<file path="src/rtl/fetch_pkg.sv">
// Shared definitions for the instruction-fetch front end.
package fetch_pkg;

   localparam int          XLEN      = 32;
   localparam logic [31:0] RESET_PC  = 32'h0000_0000;
   localparam logic [31:0] NOP_INSTR = 32'h0000_0013;

   typedef enum logic {
      RUN  = 1'b0,
      HALT = 1'b1
   } fetch_state_e;

   // Saturating 32-bit increment used by the statistics counters.
   function automatic logic [31:0] sat_inc32(input logic [31:0] v);
      logic [31:0] r;
      if (v == 32'hFFFF_FFFF) begin
         r = v;
      end else begin
         r = v + 32'd1;
      end
      return r;
   endfunction

endpackage

</file>
<file path="src/rtl/ifq_fifo.sv">
// Generic synchronous FIFO with flush; power-of-two DEPTH, occupancy count.
// Storage is cleared by reset so the head reads zero after reset.
module ifq_fifo #(
   parameter int DEPTH = 4,
   parameter int WIDTH = 32
) (
   input  logic                     clk,
   input  logic                     rst_n,
   input  logic                     push,
   input  logic                     pop,
   input  logic                     flush,
   input  logic [WIDTH-1:0]         wdata,
   output logic [WIDTH-1:0]         rdata,
   output logic [$clog2(DEPTH):0]   count
);

   localparam int AW = $clog2(DEPTH);

   logic [WIDTH-1:0] mem_r [DEPTH];
   logic [AW-1:0]    wptr_r;
   logic [AW-1:0]    rptr_r;
   logic [AW:0]      count_r;
   logic             full_s;
   logic             do_push_s;
   logic             do_pop_s;

   assign full_s    = (count_r == (AW+1)'(DEPTH));
   assign do_pop_s  = pop && (count_r != '0);
   // A push on a full FIFO is only taken when the head leaves the same cycle.
   assign do_push_s = push && (!full_s || do_pop_s);

   assign rdata = mem_r[rptr_r];
   assign count = count_r;

   // Storage, pointers and occupancy; flush empties the FIFO in one cycle.
   always_ff @(posedge clk) begin
      if (!rst_n) begin
         for (int i = 0; i < DEPTH; i++) begin
            mem_r[i] <= '0;
         end
         wptr_r  <= '0;
         rptr_r  <= '0;
         count_r <= '0;
      end else if (flush) begin
         wptr_r  <= '0;
         rptr_r  <= '0;
         count_r <= '0;
      end else begin
         if (do_push_s) begin
            mem_r[wptr_r] <= wdata;
            wptr_r        <= wptr_r + AW'(1'b1);
         end
         if (do_pop_s) begin
            rptr_r <= rptr_r + AW'(1'b1);
         end
         case ({do_push_s, do_pop_s})
            2'b10:   count_r <= count_r + (AW+1)'(1'b1);
            2'b01:   count_r <= count_r - (AW+1)'(1'b1);
            default: count_r <= count_r;
         endcase
      end
   end

endmodule

</file>
<file path="src/rtl/ifetch_queue.sv">
// Instruction-fetch queue: sequential PC generation, credit-limited memory
// requests, in-order response buffering toward decode, redirect and pause.
// Optional statistics outputs are enabled with the IFQ_STATS_EN macro.
module ifetch_queue #(
   parameter int               XLEN     = fetch_pkg::XLEN,
   parameter logic [XLEN-1:0]  RESET_PC = fetch_pkg::RESET_PC,
   parameter int               DEPTH    = 4
) (
   input  logic             clk,
   input  logic             rst_n,
   output logic             imem_req_valid,
   input  logic             imem_req_ready,
   output logic [XLEN-1:0]  imem_req_addr,
   input  logic             imem_resp_valid,
   input  logic [XLEN-1:0]  imem_resp_data,
   output logic             dec_valid,
   input  logic             dec_ready,
   output logic [XLEN-1:0]  dec_instr,
   output logic [XLEN-1:0]  dec_pc,
   input  logic             redirect_valid,
   input  logic [XLEN-1:0]  redirect_pc,
   input  logic             pause,
   input  logic             resume
`ifdef IFQ_STATS_EN
   ,
   output logic [31:0]      stat_fetched,
   output logic [31:0]      stat_dropped,
   output logic [31:0]      stat_stall
`endif
);

   import fetch_pkg::*;

   localparam int CW = $clog2(DEPTH) + 1;

   fetch_state_e    state_r;
   logic [XLEN-1:0] pc_r;
   logic [CW-1:0]   outstanding_r;
   logic [CW-1:0]   drop_r;

   logic [CW-1:0]     main_count_s;
   logic [CW-1:0]     side_count_s;
   logic [2*XLEN-1:0] main_rdata_s;
   logic [XLEN-1:0]   side_pc_s;
   logic [CW:0]       credit_used_s;
   logic              req_valid_s;
   logic              accept_s;
   logic              dropping_s;
   logic              push_s;
   logic              pop_s;
   logic [CW-1:0]     outstanding_nxt_s;

   // Entries already buffered plus requests in flight may never exceed DEPTH.
   assign credit_used_s  = {1'b0, main_count_s} + {1'b0, outstanding_r};
   assign req_valid_s    = rst_n && (state_r == RUN) && !redirect_valid &&
                           (credit_used_s < (CW+1)'(DEPTH));
   assign accept_s       = req_valid_s && imem_req_ready;
   assign dropping_s     = imem_resp_valid && (drop_r != '0);
   assign push_s         = imem_resp_valid && (drop_r == '0) && (side_count_s != '0);
   assign pop_s          = dec_valid && dec_ready;
   assign outstanding_nxt_s = outstanding_r + {{(CW-1){1'b0}}, accept_s}
                                            - {{(CW-1){1'b0}}, imem_resp_valid};

   assign imem_req_valid = req_valid_s;
   assign imem_req_addr  = pc_r;
   assign dec_valid      = (main_count_s != '0);
   assign dec_instr      = main_rdata_s[2*XLEN-1:XLEN];
   assign dec_pc         = main_rdata_s[XLEN-1:0];

   // PC of every accepted request, consumed when its response is kept.
   ifq_fifo #(.DEPTH(DEPTH), .WIDTH(XLEN)) u_pc_queue (
      .clk   (clk),
      .rst_n (rst_n),
      .push  (accept_s),
      .pop   (push_s),
      .flush (redirect_valid),
      .wdata (pc_r),
      .rdata (side_pc_s),
      .count (side_count_s)
   );

   // {instruction, pc} pairs waiting for decode.
   ifq_fifo #(.DEPTH(DEPTH), .WIDTH(2*XLEN)) u_instr_queue (
      .clk   (clk),
      .rst_n (rst_n),
      .push  (push_s),
      .pop   (pop_s),
      .flush (redirect_valid),
      .wdata ({imem_resp_data, side_pc_s}),
      .rdata (main_rdata_s),
      .count (main_count_s)
   );

   // Fetch PC, in-flight request count and pending-discard count.
   always_ff @(posedge clk) begin
      if (!rst_n) begin
         pc_r          <= RESET_PC;
         outstanding_r <= '0;
         drop_r        <= '0;
      end else begin
         outstanding_r <= outstanding_nxt_s;
         if (redirect_valid) begin
            // Everything still in flight belongs to the abandoned path.
            pc_r   <= redirect_pc & ~(XLEN'(32'd3));
            drop_r <= outstanding_nxt_s;
         end else begin
            if (accept_s) begin
               pc_r <= pc_r + XLEN'(32'd4);
            end else begin
               pc_r <= pc_r;
            end
            if (dropping_s) begin
               drop_r <= drop_r - CW'(1'b1);
            end else begin
               drop_r <= drop_r;
            end
         end
      end
   end

   // Run/halt control; redirect outranks pause, pause outranks resume.
   always_ff @(posedge clk) begin
      if (!rst_n) begin
         state_r <= RUN;
      end else if (redirect_valid) begin
         state_r <= RUN;
      end else begin
         case (state_r)
            RUN: begin
               if (pause) state_r <= HALT;
               else       state_r <= RUN;
            end
            HALT: begin
               if (resume && !pause) state_r <= RUN;
               else                  state_r <= HALT;
            end
            default: state_r <= RUN;
         endcase
      end
   end

`ifdef IFQ_STATS_EN
   // Saturating event counters for kept responses, discards and decode stalls.
   always_ff @(posedge clk) begin
      if (!rst_n) begin
         stat_fetched <= 32'd0;
         stat_dropped <= 32'd0;
         stat_stall   <= 32'd0;
      end else begin
         if (push_s && !redirect_valid) stat_fetched <= sat_inc32(stat_fetched);
         else                           stat_fetched <= stat_fetched;
         if (dropping_s) stat_dropped <= sat_inc32(stat_dropped);
         else            stat_dropped <= stat_dropped;
         if (dec_ready && !dec_valid && (state_r == RUN)) stat_stall <= sat_inc32(stat_stall);
         else                                             stat_stall <= stat_stall;
      end
   end
`endif

endmodule

</file>
<file path="config.mk">
export PLATFORM = sky130hd
export DESIGN_NAME = ifetch_queue
export DESIGN_NICKNAME = d
export VERILOG_FILES = /design/src/rtl/fetch_pkg.sv /design/src/rtl/ifq_fifo.sv /design/src/rtl/ifetch_queue.sv
export SDC_FILE = /design/constraint.sdc
export NUM_CORES = 1
export LEC_CHECK = 0
export CORE_UTILIZATION = 32
export DETAILED_ROUTE_END_ITERATION = 6
export SYNTH_ARGS = -nofsm -noshare
export SYNTH_HDL_FRONTEND = slang
export SYNTH_SLANG_ARGS = --single-unit
</file>
<file path="constraint.sdc">
create_clock -name clk -period 9.4 [get_ports clk]
set_clock_uncertainty 0.15 [all_clocks]
set_input_delay 1.88 -clock clk [delete_from_list [all_inputs] [get_ports clk]]
set_output_delay 1.88 -clock clk [all_outputs]
set_load 0.02 [all_outputs]
</file>
==> flow_summary.json <==
{
  "clockRootBuffer": "clkbuf_16",
  "routed_wl_um": 44360,
  "yosysUniqueCellTypes": 60,
  "fin_ws_ns": 3.449,
  "power_density_nw_per_um2": 187.8,
  "rsz0062_at_grt": "false",
  "ys_seq_area_share_pct": 64.53,
  "place_hpwl_um": 25440,
  "cts_resized": 0,
  "grt_pass1_vias": 11130,
  "r2r_start": "u_instr_queue.count[2]$_SDFFE_PP0P_",
  "timing.max_slew.rel_slack_pct": 28.65,
  "place.gp.congestion": 0.7865,
  "worst_slew_pin_slew_ns": 1.067,
  "start_kind": "input pin",
  "crit_required_ns": 9.44,
  "outcome": "completed",
  "insertion_delay_ns": 0.58,
  "antenna_left": 0,
  "hold_path.class": "reg -> reg",
  "dieArea_um2": 59820,
  "track_usage_pct": 14.88,
  "placed_cells": 2133,
  "die_w_um": 244.6,
  "grt_max_degree": 64,
  "min_period_over_period_pct": 63.31,
  "cts.sinks": 423,
  "cts_tree": "done",
  "die_y_um": 244.6,
  "postCtsHoldBufs": 0,
  "grt-ovfl-total": 0,
  "hold_violations": 0,
  "placed_area_um2": 21190,
  "vias": 10720,
  "port_buffers": 163,
  "synth_ff_type": "edfxtp_1",
  "post_cts_buffers": 0,
  "layout-drive-gt1-share_pct": 13.79,
  "antenna_found_initial": 1,
  "core_area_um2": 57920,
  "grt_pass1_wl_um": 67390,
  "drtIter0Drc": 826,
  "first_pass_iters": 5,
  "synth_edf_count": 368,
  "netlist_area_um2": 18830,
  "syn_inst": 1272,
  "worst-path-max-fanout": 30,
  "r2r-end": "u_pc_queue.mem_r[0][16]$_SDFFCE_PN0P_",
  "yosys_warnings": 0,
  "worstSetupPathType": "in -> reg",
  "setup_viol": 0,
  "fin_nets": 1499,
  "stdcell_count": 2216,
  "dp_slack_ns": 2.767,
  "drc": 0,
  "whs_ns": 0.3524,
  "crit_path_end_kind": "register",
  "routedWlPerCell_um": 20.02,
  "syn2layout_area_growth_pct": 20.55,
  "cap_violations": 0,
  "regToRegSetupSlack_ns": 4.93,
  "cts_buffer_depth": 3,
  "fin_total_pwr_mw": 4.263,
  "crit_start": "rst_n",
  "design_area_um2": 22700,
  "ios": 170,
  "cp.arrival_ns": 5.99,
  "postLayoutCoreUtil_pct": 39.20,
  "worst_r2r_path_depth": 10,
  "numCtsBuffers": 45,
  "start_util_pct": 32.51,
  "viasPerCell": 4.836,
  "ys_ff_latch": 423,
  "tns_ns": 0,
  "cts.htree.levels": 2,
  "avgSynthCellArea_um2": 14.80,
  "fmax_mhz": 168.0,
  "path_clk_slew_ns": 0.06,
  "drv_slew": 0,
  "rows": 88,
  "leakage_nw": 7.808,
  "min_period_ns": 5.951,
  "vdd_drop_max_mv": 0.1078,
  "postSynth.asyncResetShare_pct": 0,
  "critPathCapture": "u_pc_queue.mem_r[0][16]$_SDFFCE_PN0P_"
}
[layout by cell type (no fill, tap or decap), drive strengths merged, types with 3 or more instances in the layout]
| cell type | Yosys | final |
|---|---|---|
| nand2 | 34 | 34 |
| or3 | 8 | 8 |
| inv | 22 | 23 |
| and2 | 364 | 364 |
| buf | 29 | 19 |
| o311ai | 4 | 4 |
| nor4 | 10 | 10 |
| a31oi | 10 | 10 |
| clkinvlp | 0 | 3 |
| a22oi | 3 | 3 |
| clkbuf | 60 | 54 |
| clkdlybuf4s50 | 0 | 163 |
| clkinv | 0 | 18 |
| nand2b | 6 | 6 |
| a21oi | 31 | 31 |
| ha | 9 | 9 |
| and3 | 6 | 6 |
| o211ai | 3 | 3 |
| dfxtp | 55 | 55 |
| fa | 3 | 3 |
| nor2 | 47 | 47 |
| nand3 | 15 | 15 |
| mux4 | 92 | 92 |
| mux2 | 3 | 3 |
| bufinv | 0 | 6 |
| nand4 | 17 | 17 |
| xnor2 | 7 | 7 |
| nor3 | 7 | 7 |
| edfxtp | 368 | 368 |
| o21ai | 16 | 16 |
| xor2 | 17 | 17 |
| conb | 1 | 4 |
[power by group]
part           internal (mW)  total [mW]  leakage [nW]  switching (mW)
Combinational          0.119       0.280          2.83           0.160
Clock                   1.08        1.82         0.724           0.743
Sequential              2.12        2.16          4.25          0.0449
[kinds of logic (layout without fill, tap and decap cells)]
group / after synthesis / in the layout / share of synthesized area [%]
AOI/OAI and AO/OA: 82 / 82 / 2.777
xor gates and xnor gates: 24 / 24 / 1.116
muxes: 95 / 95 / 11.18
adders and majority gates: 12 / 12 / 0.9170
DFF: 423 / 423 / 64.53
buffers and inverters: 111 / 286 / 2.771
and+or+nand+nor: 524 / 524 / 16.68
other: 1 / 5 / 0.01991
[routing by layer]
layer | part of all wire (%) | global-route usage, % | vias to the layer above
met2 | 48 | 24.75 | 311
li1 | - | - | 4955
met5 | 0 | 0 | -
met1 | 44 | 20.12 | 5405
met3 | 6.7 | 2.985 | 45
met4 | 1.4 | 2.941 | 0
[worst max-delay path: stages]
cell and delay [ns]:
clkdlybuf4s50_1 0.45, buf_4 0.34, nor2b_2 0.31, and4_1 0.72
inv_4 0.28, a31oi_4 0.21, buf_4 0.36, inv_2 0.21
nor3_4 0.14, buf_4 0.31, nand2b_2 0.74
[worst min-delay path by stage]
stage	startpoint	to	slack, ns	cells past startpoint
finish	state_r$_SDFF_PP0_	state_r$_SDFF_PP0_	0.35	2
global route	state_r$_SDFF_PP0_	state_r$_SDFF_PP0_	0.38	2
CTS	state_r$_SDFF_PP0_	state_r$_SDFF_PP0_	0.35	2
detailed placement	state_r$_SDFF_PP0_	state_r$_SDFF_PP0_	0.33	2
global placement	state_r$_SDFF_PP0_	state_r$_SDFF_PP0_	0.35	2
floorplan	state_r$_SDFF_PP0_	state_r$_SDFF_PP0_	0.30	2
[synth_stat cells (all sizes together), types with 2 or more instances]
cell type    n  area, um^2
a21oi       31       155.2
a22oi        3       22.52
a2bb2oi      2       17.52
a311o        2       20.02
a311oi       2       17.52
a31oi       10       77.57
and2       364        2277
and3         6       37.54
and4         2       17.52
buf         29       193.9
clkbuf      60       242.7
dfxtp       55        1101
edfxtp     368       11050
fa           3       60.06
ha           9       112.6
inv         22       85.08
mux2         3       33.78
mux4        92        2072
nand2       34       127.6
nand2b       6       37.54
nand3       15       75.07
nand3b       2       15.01
nand4       17       106.4
nor2        47       183.9
nor3         7       62.56
nor4        10       83.83
o211ai       3       22.52
o21ai       16       80.08
o22ai        2       12.51
o311ai       4       35.03
or3          8       50.05
xnor2        7       61.31
xor2        17       148.9
[state kept, by name, summed over array words and instances (netlist names), 3 cells and up, named ones only]
register,count
u_pc_queue.mem_r,120
outstanding_r,3
u_instr_queue.count,3
drop_r,3
imem_req_addr,30
u_instr_queue.mem_r,248
u_pc_queue.count,3
[final cells by class]
| class | instances | area [um^2] |
|---|---|---|
| multi-input cells | 741 | 6215 |
| diodes | 1 | 2.502 |
| flip-flops and latches | 423 | 12160 |
| inverters | 22 | 85.08 |
| clock inverters | 28 | 306.5 |
| well taps | 765 | 957.2 |
| repair buffers | 182 | 1774 |
| clock buffers | 54 | 1201 |
| fillers | 5401 | 35220 |
Note: power is estimated with default switching activity, not from simulation.
